--- src/rtl/mips8_pkg.sv ---
// mips8_pkg: sequencer states, opcode constants and opcode-class decode for the 8-bit MIPS datapath
package mips8_pkg;

    typedef enum logic [2:0] {
        S_IDLE   = 3'd0,
        S_FETCH  = 3'd1,
        S_DECODE = 3'd2,
        S_EXEC   = 3'd3,
        S_MEM    = 3'd4,
        S_WB     = 3'd5,
        S_PAUSE  = 3'd6,
        S_HALT   = 3'd7
    } state_t;

    localparam logic [2:0] OP_RTYPE = 3'b000;
    localparam logic [2:0] OP_ADDI  = 3'b001;
    localparam logic [2:0] OP_LW    = 3'b010;
    localparam logic [2:0] OP_SW    = 3'b011;
    localparam logic [2:0] OP_JUMP  = 3'b100;
    localparam logic [2:0] OP_HALT  = 3'b111;

    // C_FLOW covers JUMP and the two NOP opcodes: both only update the PC
    typedef enum logic [2:0] {C_ALU, C_LOAD, C_STORE, C_FLOW, C_HALT} cls_t;

    function automatic cls_t op_class(input logic [2:0] op);
        return (op == OP_RTYPE || op == OP_ADDI) ? C_ALU :
               (op == OP_LW)                     ? C_LOAD :
               (op == OP_SW)                     ? C_STORE :
               (op == OP_HALT)                   ? C_HALT : C_FLOW;
    endfunction

endpackage

--- src/rtl/mips8_seq_counter.sv ---
// mips8_seq_counter: saturating retired-instruction counter with synchronous clear
module mips8_seq_counter #(
    parameter int W = 16
) (
    input  logic         clk,
    input  logic         reset_n,
    input  logic         clr,
    input  logic         inc,
    output logic [W-1:0] count
);

    always_ff @(posedge clk or negedge reset_n)
        if (!reset_n)
            count <= '0;
        else if (clr)
            count <= '0;
        else if (inc && !(&count))
            count <= count + W'(1);

endmodule

--- src/rtl/mips8_sequencer.sv ---
// mips8_sequencer: multi-cycle FETCH..WB control sequencer with run/step/halt.
// Define SEQ_BKPT_EN to enable the PC breakpoint (bkpt_addr/bkpt_valid).
module mips8_sequencer
    import mips8_pkg::*;
#(
    parameter logic [7:0] PC_RESET = 8'h00,
    parameter int         CNT_W    = 16
) (
    input  logic             clk,
    input  logic             reset_n,
    input  logic             start,
    input  logic             halt_req,
    input  logic             step_mode,
    input  logic             step,
    input  logic [7:0]       instr_in,
    input  logic [7:0]       next_addr_in,
    input  logic [7:0]       bkpt_addr,
    input  logic             bkpt_valid,
    output logic [7:0]       pc_out,
    output logic [7:0]       ir_out,
    output logic             reg_we,
    output logic             mem_re,
    output logic             mem_we,
    output logic [2:0]       state_out,
    output logic             busy,
    output logic             halted,
    output logic             retire,
    output logic [CNT_W-1:0] instr_count
);

    state_t state, nxt, bnd_st;
    cls_t   cls;
    logic   go, bnd, bkpt_hit;

    assign cls = op_class(ir_out[7:5]);
    assign go  = start && (state == S_IDLE || state == S_HALT);

`ifdef SEQ_BKPT_EN
    assign bkpt_hit = bkpt_valid && next_addr_in == bkpt_addr;
`else
    logic unused_bkpt;
    assign unused_bkpt = ^{bkpt_addr, bkpt_valid};
    assign bkpt_hit    = 1'b0;
`endif

    assign bnd_st = halt_req ? S_HALT : (step_mode || bkpt_hit) ? S_PAUSE : S_FETCH;

    always_comb begin
        nxt = state;
        bnd = 1'b0;
        case (state)
            S_IDLE:   nxt = go ? S_FETCH : S_IDLE;
            S_FETCH:  nxt = S_DECODE;
            S_DECODE: nxt = (cls == C_HALT) ? S_HALT : S_EXEC;
            S_EXEC: begin
                bnd = (cls == C_FLOW);
                nxt = (cls == C_ALU) ? S_WB : (cls inside {C_LOAD, C_STORE}) ? S_MEM : bnd_st;
            end
            S_MEM: begin
                bnd = (cls == C_STORE);
                nxt = bnd ? bnd_st : S_WB;
            end
            S_WB: begin
                bnd = 1'b1;
                nxt = bnd_st;
            end
            S_PAUSE:  nxt = halt_req ? S_HALT : step ? S_FETCH : S_PAUSE;
            S_HALT:   nxt = go ? S_FETCH : S_HALT;
            default:  nxt = S_IDLE;
        endcase
    end

    // Strobes are registered from the next state so each is high for exactly the cycle it belongs to
    always_ff @(posedge clk or negedge reset_n)
        if (!reset_n) begin
            state  <= S_IDLE;
            pc_out <= PC_RESET;
            ir_out <= '0;
            reg_we <= 1'b0;
            mem_re <= 1'b0;
            mem_we <= 1'b0;
            retire <= 1'b0;
        end else begin
            state <= nxt;
            if (go)
                pc_out <= PC_RESET;
            else if (bnd)
                pc_out <= next_addr_in;
            if (state == S_FETCH)
                ir_out <= instr_in;
            reg_we <= (nxt == S_WB);
            mem_re <= (nxt == S_MEM);
            mem_we <= (nxt == S_MEM) && (cls == C_STORE);
            retire <= (nxt == S_WB) || ((nxt == S_MEM) && (cls == C_STORE)) ||
                      ((nxt == S_EXEC) && (cls == C_FLOW));
        end

    assign state_out = state;
    assign busy      = (state >= S_FETCH) && (state <= S_WB);
    assign halted    = (state == S_HALT);

    mips8_seq_counter #(.W(CNT_W)) u_cnt (
        .clk     (clk),
        .reset_n (reset_n),
        .clr     (go),
        .inc     (retire),
        .count   (instr_count)
    );

endmodule

--- config.mk ---
export PLATFORM = sky130hd
export DESIGN_NAME = mips8_sequencer
export DESIGN_NICKNAME = d
export VERILOG_FILES = /design/src/rtl/mips8_pkg.sv /design/src/rtl/mips8_seq_counter.sv /design/src/rtl/mips8_sequencer.sv
export SDC_FILE = /design/constraint.sdc
export NUM_CORES = 1
export LEC_CHECK = 0
export BUFFER_PORTS_ARGS = -buffer_cell sky130_fd_sc_hd__buf_2
export CORE_ASPECT_RATIO = 1.4
export CORE_MARGIN = 10
export CORE_UTILIZATION = 35
export CTS_CLUSTER_SIZE = 30
export DETAILED_ROUTE_END_ITERATION = 10
export GPL_ROUTABILITY_DRIVEN = 1
export MAX_ROUTING_LAYER = met4
export PLACE_DENSITY = 0.57
export SLEW_MARGIN = 0
export SYNTH_ARGS = -nofsm -noshare
export SYNTH_HDL_FRONTEND = slang
export SYNTH_SLANG_ARGS = --single-unit
--- constraint.sdc ---
create_clock -name clk -period 2.4 [get_ports clk]
set_clock_uncertainty 0.2 [all_clocks]
set_input_delay 0.24 -clock clk [delete_from_list [all_inputs] [get_ports clk]]
set_output_delay 0.24 -clock clk [all_outputs]
set_load 0.05 [all_outputs]
Word level (Yosys, flattened, before mapping) --
Cells that the tools add are included.
Storage, ports and cells: bits of input ports 31, word-level logic and storage cells 66, register bits 39
Operators by class: add/sub/neg operators 1, equal/unequal tests 18, magnitude comparators 2, reduce and logical (&&, ||, !) cells 17, muxes and demuxes 20
Operators by type and width (count):
- two-way mux 3 bit | 13
- two-way mux 16 bit | 2
- == test 3 bit, second input constant | 8
- case mux 3 bit (8 select lines) | 1
- == test 3 x 2 -> 1 bit, second input constant | 7
- adder 16 x 1 -> 16 bit, second input constant | 1
- two-way mux 8 bit | 2
- AND reduction 16 bit | 1
- == test 3 x 1 -> 1 bit, second input constant | 3
- zero test 3 bit | 3
- nonzero test 2 bit | 3
- logical AND 1 bit | 5
- logical OR 1 bit | 4
- greater-or-equal comparator 3 x 1 -> 1 bit, second input constant | 1
- less-or-equal comparator 3 bit, second input constant | 1
- case mux 1 bit (3 select lines) | 1
- zero test 1 bit | 1
- two-way mux 1 bit | 1

Longest topological paths before layout --
depth after elaboration 14, gate-level depth with buffers 7

Cells and area by module --
A second synthesis with hierarchy kept.
Second synthesis, totals: cells, all modules 203, area total of the unflattened synthesis 2070.7 um^2
By module, submodules not included:
- mips8_sequencer | area an instance 1151.1 um^2, sequential area each 575.6 um^2, instances 1, cells each 108
- mips8_seq_counter | area an instance 919.6 um^2, sequential area each 400.4 um^2, instances 1, cells each 95

Worst setup path after synthesis --
OpenSTA, ideal clock, no wires.
path kind reg-to-reg, start point reg state[1], in the netlist state_out[1], end point reg pc_out[3], slack -426 ps, cell stages (with the launch flop) 8, clock period less this slack 2826 ps, arrival 2502 ps, cell sequence dfrtp_1 buf_2 nand2_1 nor2_1 o21a_1 buf_2 nor2b_1 mux2_2
On the way: longest elaborated chain between the ends 4
Ends and longest elaborated chain:
- start, declared | line mips8_sequencer.sv:31 | state_t state, nxt, bnd_st;
- start signal, assigned | line mips8_sequencer.sv:84 | state <= nxt;
- == test 3 bit *
- named net halted | line mips8_sequencer.sv:26 | output logic halted,
- logical OR 1 bit * | line mips8_sequencer.sv:36 | assign go = start && (state == S_IDLE || state == S_HALT);
- logical AND 1 bit * | line mips8_sequencer.sv:36
- two-way mux 8 bit / nonzero test 2 bit (equally long branches)
- end signal, assigned | line mips8_sequencer.sv:88 | pc_out <= next_addr_in;
- end, declared | line mips8_sequencer.sv:19 | output logic [7:0] pc_out,
Mark *: on every way through the listed nets, which the timed path passes. The rest lies on a longest branch. A chain may end at the register's enable or synchronous reset.

Worst setup path after layout --
start point reg u_cnt.count[3], end point reg u_cnt.count[1]
On the way: longest elaborated chain between the ends 4
Ends and longest elaborated chain:
- start, declared | line mips8_seq_counter.sv:9 | output logic [W-1:0] count
- start signal, assigned | line mips8_seq_counter.sv:18 | count <= count + W'(1);
- AND reduction 16 bit | line mips8_seq_counter.sv:17 | else if (inc && !(&count))
- zero test 1 bit | line mips8_seq_counter.sv:17
- logical AND 1 bit | line mips8_seq_counter.sv:17
- nonzero test 2 bit (no line)
No other way between the ends.

==> results.md <==
- The row count is 32.
- The post-placement cell area is 0.00241 mm².
- The die span in y is roughly 110 µm.
- The multiplexer area fraction after synthesis is 0.104.
- After synthesis, the cell types taking the most area are sky130_fd_sc_hd__dfrtp_1, sky130_fd_sc_hd__mux2_2, sky130_fd_sc_hd__xor2_1.
- The first-pass GRT wire length is between 8 and 9 mm.
- The number of flops mapped to enable cells by yosys is 0.
- The number of global-route vias before repair is 1692.
- After the first detailed-routing iteration, the DRC count stood at between 100 and 150.
- The cell class contributing the biggest share of worst-path delay is simple AND/OR/NAND/NOR gates.
- The number of antenna violations at the first check in global routing came to 0.
- The number of endpoints with negative hold slack in the final report is 0.
- The share of the Yosys chip area taken by registers is 0.484.
- The worst register-to-register path ends at u_cnt.count[1].
- For this design the ratio of total power to cell area is 1450 mW/mm².
- The first TritonRoute pass finished after 4 iterations.
- Summing over every cut layer, the via total after detailed routing is 1684.
- The worst pin sits at a relative slew slack of 0.414.
- The post-synthesis compound-gate area fraction is 0.101.
- The tree is rooted in a sky130_fd_sc_hd__clkbuf_8.
- The count of buffers added on input and output ports is 62.
- In this run the critical register-to-register path is launched from u_cnt.count[3].
- On the critical path, the stage with the largest delay is an instance of sky130_fd_sc_hd__or3_1.
- The placed wire-length estimate is 3.80 mm.
- The average instance area after synthesis is roughly 11 µm².
- The via-per-instance ratio is between 5 and 6.
- The cell count after synthesis came out at approximately 190.
- The path category of the worst min-delay check is input port to flop.
- Among all cell types in the netlist, the one instantiated most often is sky130_fd_sc_hd__dfrtp_1.
- The largest total area in the synthesized netlist belongs to sky130_fd_sc_hd__dfrtp_1.
- The number of nets in the synthesized netlist is 220.
- The leftover overflow at the end of global routing is 0.
- After synthesis the netlist holds a flip-flop and latch count of 39.
- The floorplan step defined a die boundary enclosing 0.00925 mm².
- The worst vdd rail ir drop is 927 µV.
- The hold buffer count at CTS is 9.
- The total routed wirelength is between 5 and 6 mm.
- The portion of synthesized cell area occupied by the leading cell type is 0.484.
- The largest family of logic cells by synthesized area is simple AND/OR/NAND/NOR gates.
- Walking the worst path, the cells encountered are nand4_1, or3_1, o21ai_0, mux2i_1, nor2_1.
- The worst hold path passes through 3 cells.
- Of the cells placed in the final design, the portion with a size suffix greater than 1 is 0.386.
- The x dimension of the die is around 84 µm.
- The placeable core region is about 0.0056 mm².
- In this run, placement finished with an instance count of approximately 320.
- The initial utilization of the core area, before any placement, comes to 0.363.
- The most common flop cell mapped by yosys is sky130_fd_sc_hd__dfrtp_1.
- The total global routing track utilization is 0.115.
- The fraction of the mapped netlist area in adder cells is 0.00620.
- The average wire per cell in the routed design is 15.6 µm.
- The critical path runs through a total of 5 cells.
- The final critical delay including setup and external delays is about 2.2 ns.
- Entering global routing, the biggest net connects 40 pins.
- The signed area change from the synthesized netlist to the final layout is 30.7%.
- The endpoint class of the critical path is a flop.
- Data on the critical path arrives at its endpoint at about 2.2 ns.
- The count of cells along the worst register-to-register path is 5.
- The analysis attributes to cell leakage a power of 1.27 nW.
- The count of nets left with antenna violations once routing finished came out at 0.
- Across the run, the number of max-cap violations was 0.
- Routability-driven placement finished with a final weighted congestion of 0.864.
- In this run the worst setup path terminates at u_cnt.count[1].
- The post-route DRC violation count is 0.
- The maximum level of the CTS H-tree is 2.
- The cell area that synthesis handed to floorplanning was 0.00202 mm².
- The final-layout fill cell count is approximately 570.
- Along the worst path, the maximum fanout reaches 10.
- The total count of max-transition violations in the final report is 0.
- The TritonCTS clock tree is yes.
- Data on the critical path is required at its endpoint by around 2.4 ns.
- The buffer count from post-CTS setup fixing is 0.
- In the final design database the tool counted 295 nets.
- The clock reaches the later pin of the worst-skew pair after ~0.29 ns.
- The setup check on the worst reg-to-reg path leaves a slack of around 0.21 ns.
- The post-route standard cell area excluding fillers is ~0.0026 mm².
- The share of synthesized flip-flops with an asynchronous set or reset is 1.00.
- Setup violations remaining at the end of the flow were counted as 0.
- In this run the count of I/O pins placed on the die edge is roughly 70.
- Setup repair after global routing left no endpoint under its margin.
- The maximum single-stage delay on the critical path is 0.57 ns.
- The maximum achievable frequency is about 460 MHz.
- The number of resized instances in the post-cts repair step is 0.
- In the finished design, the share of the clock period the worst path needs comes to 0.914.
- Summing internal, switching and leakage power gives approximately 0.0038 W.
- In the synthesized netlist, the cells that appear most often are sky130_fd_sc_hd__dfrtp_1, sky130_fd_sc_hd__nor2_1, sky130_fd_sc_hd__mux2_2, sky130_fd_sc_hd__xor2_1, sky130_fd_sc_hd__nor2b_1.
- The critical path in this run is classified as flop to flop.
- The basic-gate share of the synthesized area counting and, or, nand and nor cells is 0.221.
- The startpoint of the most critical setup path is u_cnt.count[3].
- The clock-pin slew reported for the worst setup and hold paths after clock tree synthesis is approximately 0.07 ns.
- The TritonCTS sink count is 39.
- The final standard cell count with taps included and fillers excluded is between 300 and 400.
- Synthesis instantiated 45 different standard cells from the library.
- Counting both buffers and inverters, the worst setup path holds a total of 0.
- The transition time at the pin with the least slew margin is about 0.88 ns.
- STA classifies the critical path startpoint as a flop.
- Setup total negative slack on the finished layout was measured at 0 ns.
- The flow ran to the end, and the final reports show no timing, DRC or antenna violations.
- The synthesized-area fraction occupied by xor and xnor cells is 0.0564.
- Counting along the longest clock path gives a buffer depth of 2.
- The number of clock buffers added by TritonCTS is 5.
- 0 antenna diodes ended up in the layout.
- The synthesis warning total is 0.
## per-layer routing
metal  track usage  routed length, µm  vias to the layer above
met5             -                  0                        -
met4        0.0372                 59                        0
met3        0.0281                273                        6
met2         0.199               2700                       52
met1         0.126               2140                      806
li1              -                  -                      820
## layout by cell type (no fill, tap or decap), types with 4 or more instances in the layout
master and count:
sky130_fd_sc_hd__o21ai_0 4, sky130_fd_sc_hd__nand3_1 5, sky130_fd_sc_hd__nor3_1 4, sky130_fd_sc_hd__clkbuf_8 5, sky130_fd_sc_hd__a21oi_1 4, sky130_fd_sc_hd__dfrtp_1 38
sky130_fd_sc_hd__buf_4 5, sky130_fd_sc_hd__mux2_2 16, sky130_fd_sc_hd__buf_2 62, sky130_fd_sc_hd__nor2b_1 10, sky130_fd_sc_hd__nand2_1 8, sky130_fd_sc_hd__nand4_1 4
sky130_fd_sc_hd__nand2b_1 4, sky130_fd_sc_hd__dlygate4sd3_1 9, sky130_fd_sc_hd__nor2_1 26, sky130_fd_sc_hd__xor2_1 12
## logic make-up (layout without fill, tap and decap cells)
| family | after synthesis | in the layout |
|---|---|---|
| simple gates | 78 | 78 |
| xor+xnor | 13 | 13 |
| compound gates | 27 | 27 |
| buf+inv | 11 | 87 |
| mux | 19 | 19 |
| flops | 39 | 39 |
| fa+ha+maj | 1 | 1 |
## worst register-to-register path, stage by stage (launching register included)
cell and delay (ns):
sky130_fd_sc_hd__dfrtp_1 0.44, sky130_fd_sc_hd__nand4_1 0.22, sky130_fd_sc_hd__or3_1 0.57, sky130_fd_sc_hd__o21ai_0 0.37
sky130_fd_sc_hd__mux2i_1 0.23, sky130_fd_sc_hd__nor2_1 0.05
## final cells by class
cell class | count | area (µm²) | share of cell area
sequential | 39 | 977 | 0.370
tap | 68 | 85.1 | 0.0323
timing repair buffer | 76 | 438 | 0.166
clock inverter | 2 | 60.1 | 0.0228
inverter | 3 | 11.3 | 0.00427
clock buffer | 6 | 72.6 | 0.0275
multi-input combinational | 138 | 993 | 0.377
## where the power goes
part / internal, W / total, W / leakage, nW / switching (W)
clock: 0.000416 / 0.000648 / 0.0654 / 0.000232
combinational: 0.000663 / 0.00205 / 0.704 / 0.00138
sequential: 0.000882 / 0.00112 / 0.498 / 0.000238
total: 0.00196 / 0.00381 / 1.27 / 0.00185
## through the flow
stage	hold slack (ns)	worst slack, ns	util
after floorplan	-0.256	0.0175	-
after global placement	0.211	0.258	0.434
after detailed placement	0.226	0.215	0.434
after CTS	0.0891	0.196	0.474
after global routing	0.0991	0.0335	0.474
final	0.103	0.206	0.474
## registers in the layout, summed over array words and instances, names as in the netlist
name and flops:
ir_out 8, mem_re 1, mem_we 1, pc_out 8, reg_we 1, retire 1
state_out 3, u_cnt.count 16
## how the worst min path moves through the flow
stage,startpoint,end,slack [ns]
CTS,next_addr_in[5],pc_out[5],0.09
finish,next_addr_in[0],pc_out[0],0.10
global placement,reset_n,u_cnt.count[11],0.21
global route,next_addr_in[6],pc_out[6],0.1
floorplan,reset_n,ir_out[0],-0.26
detailed placement,reset_n,u_cnt.count[7],0.23
Note: power is estimated with default switching activity, not from simulation.
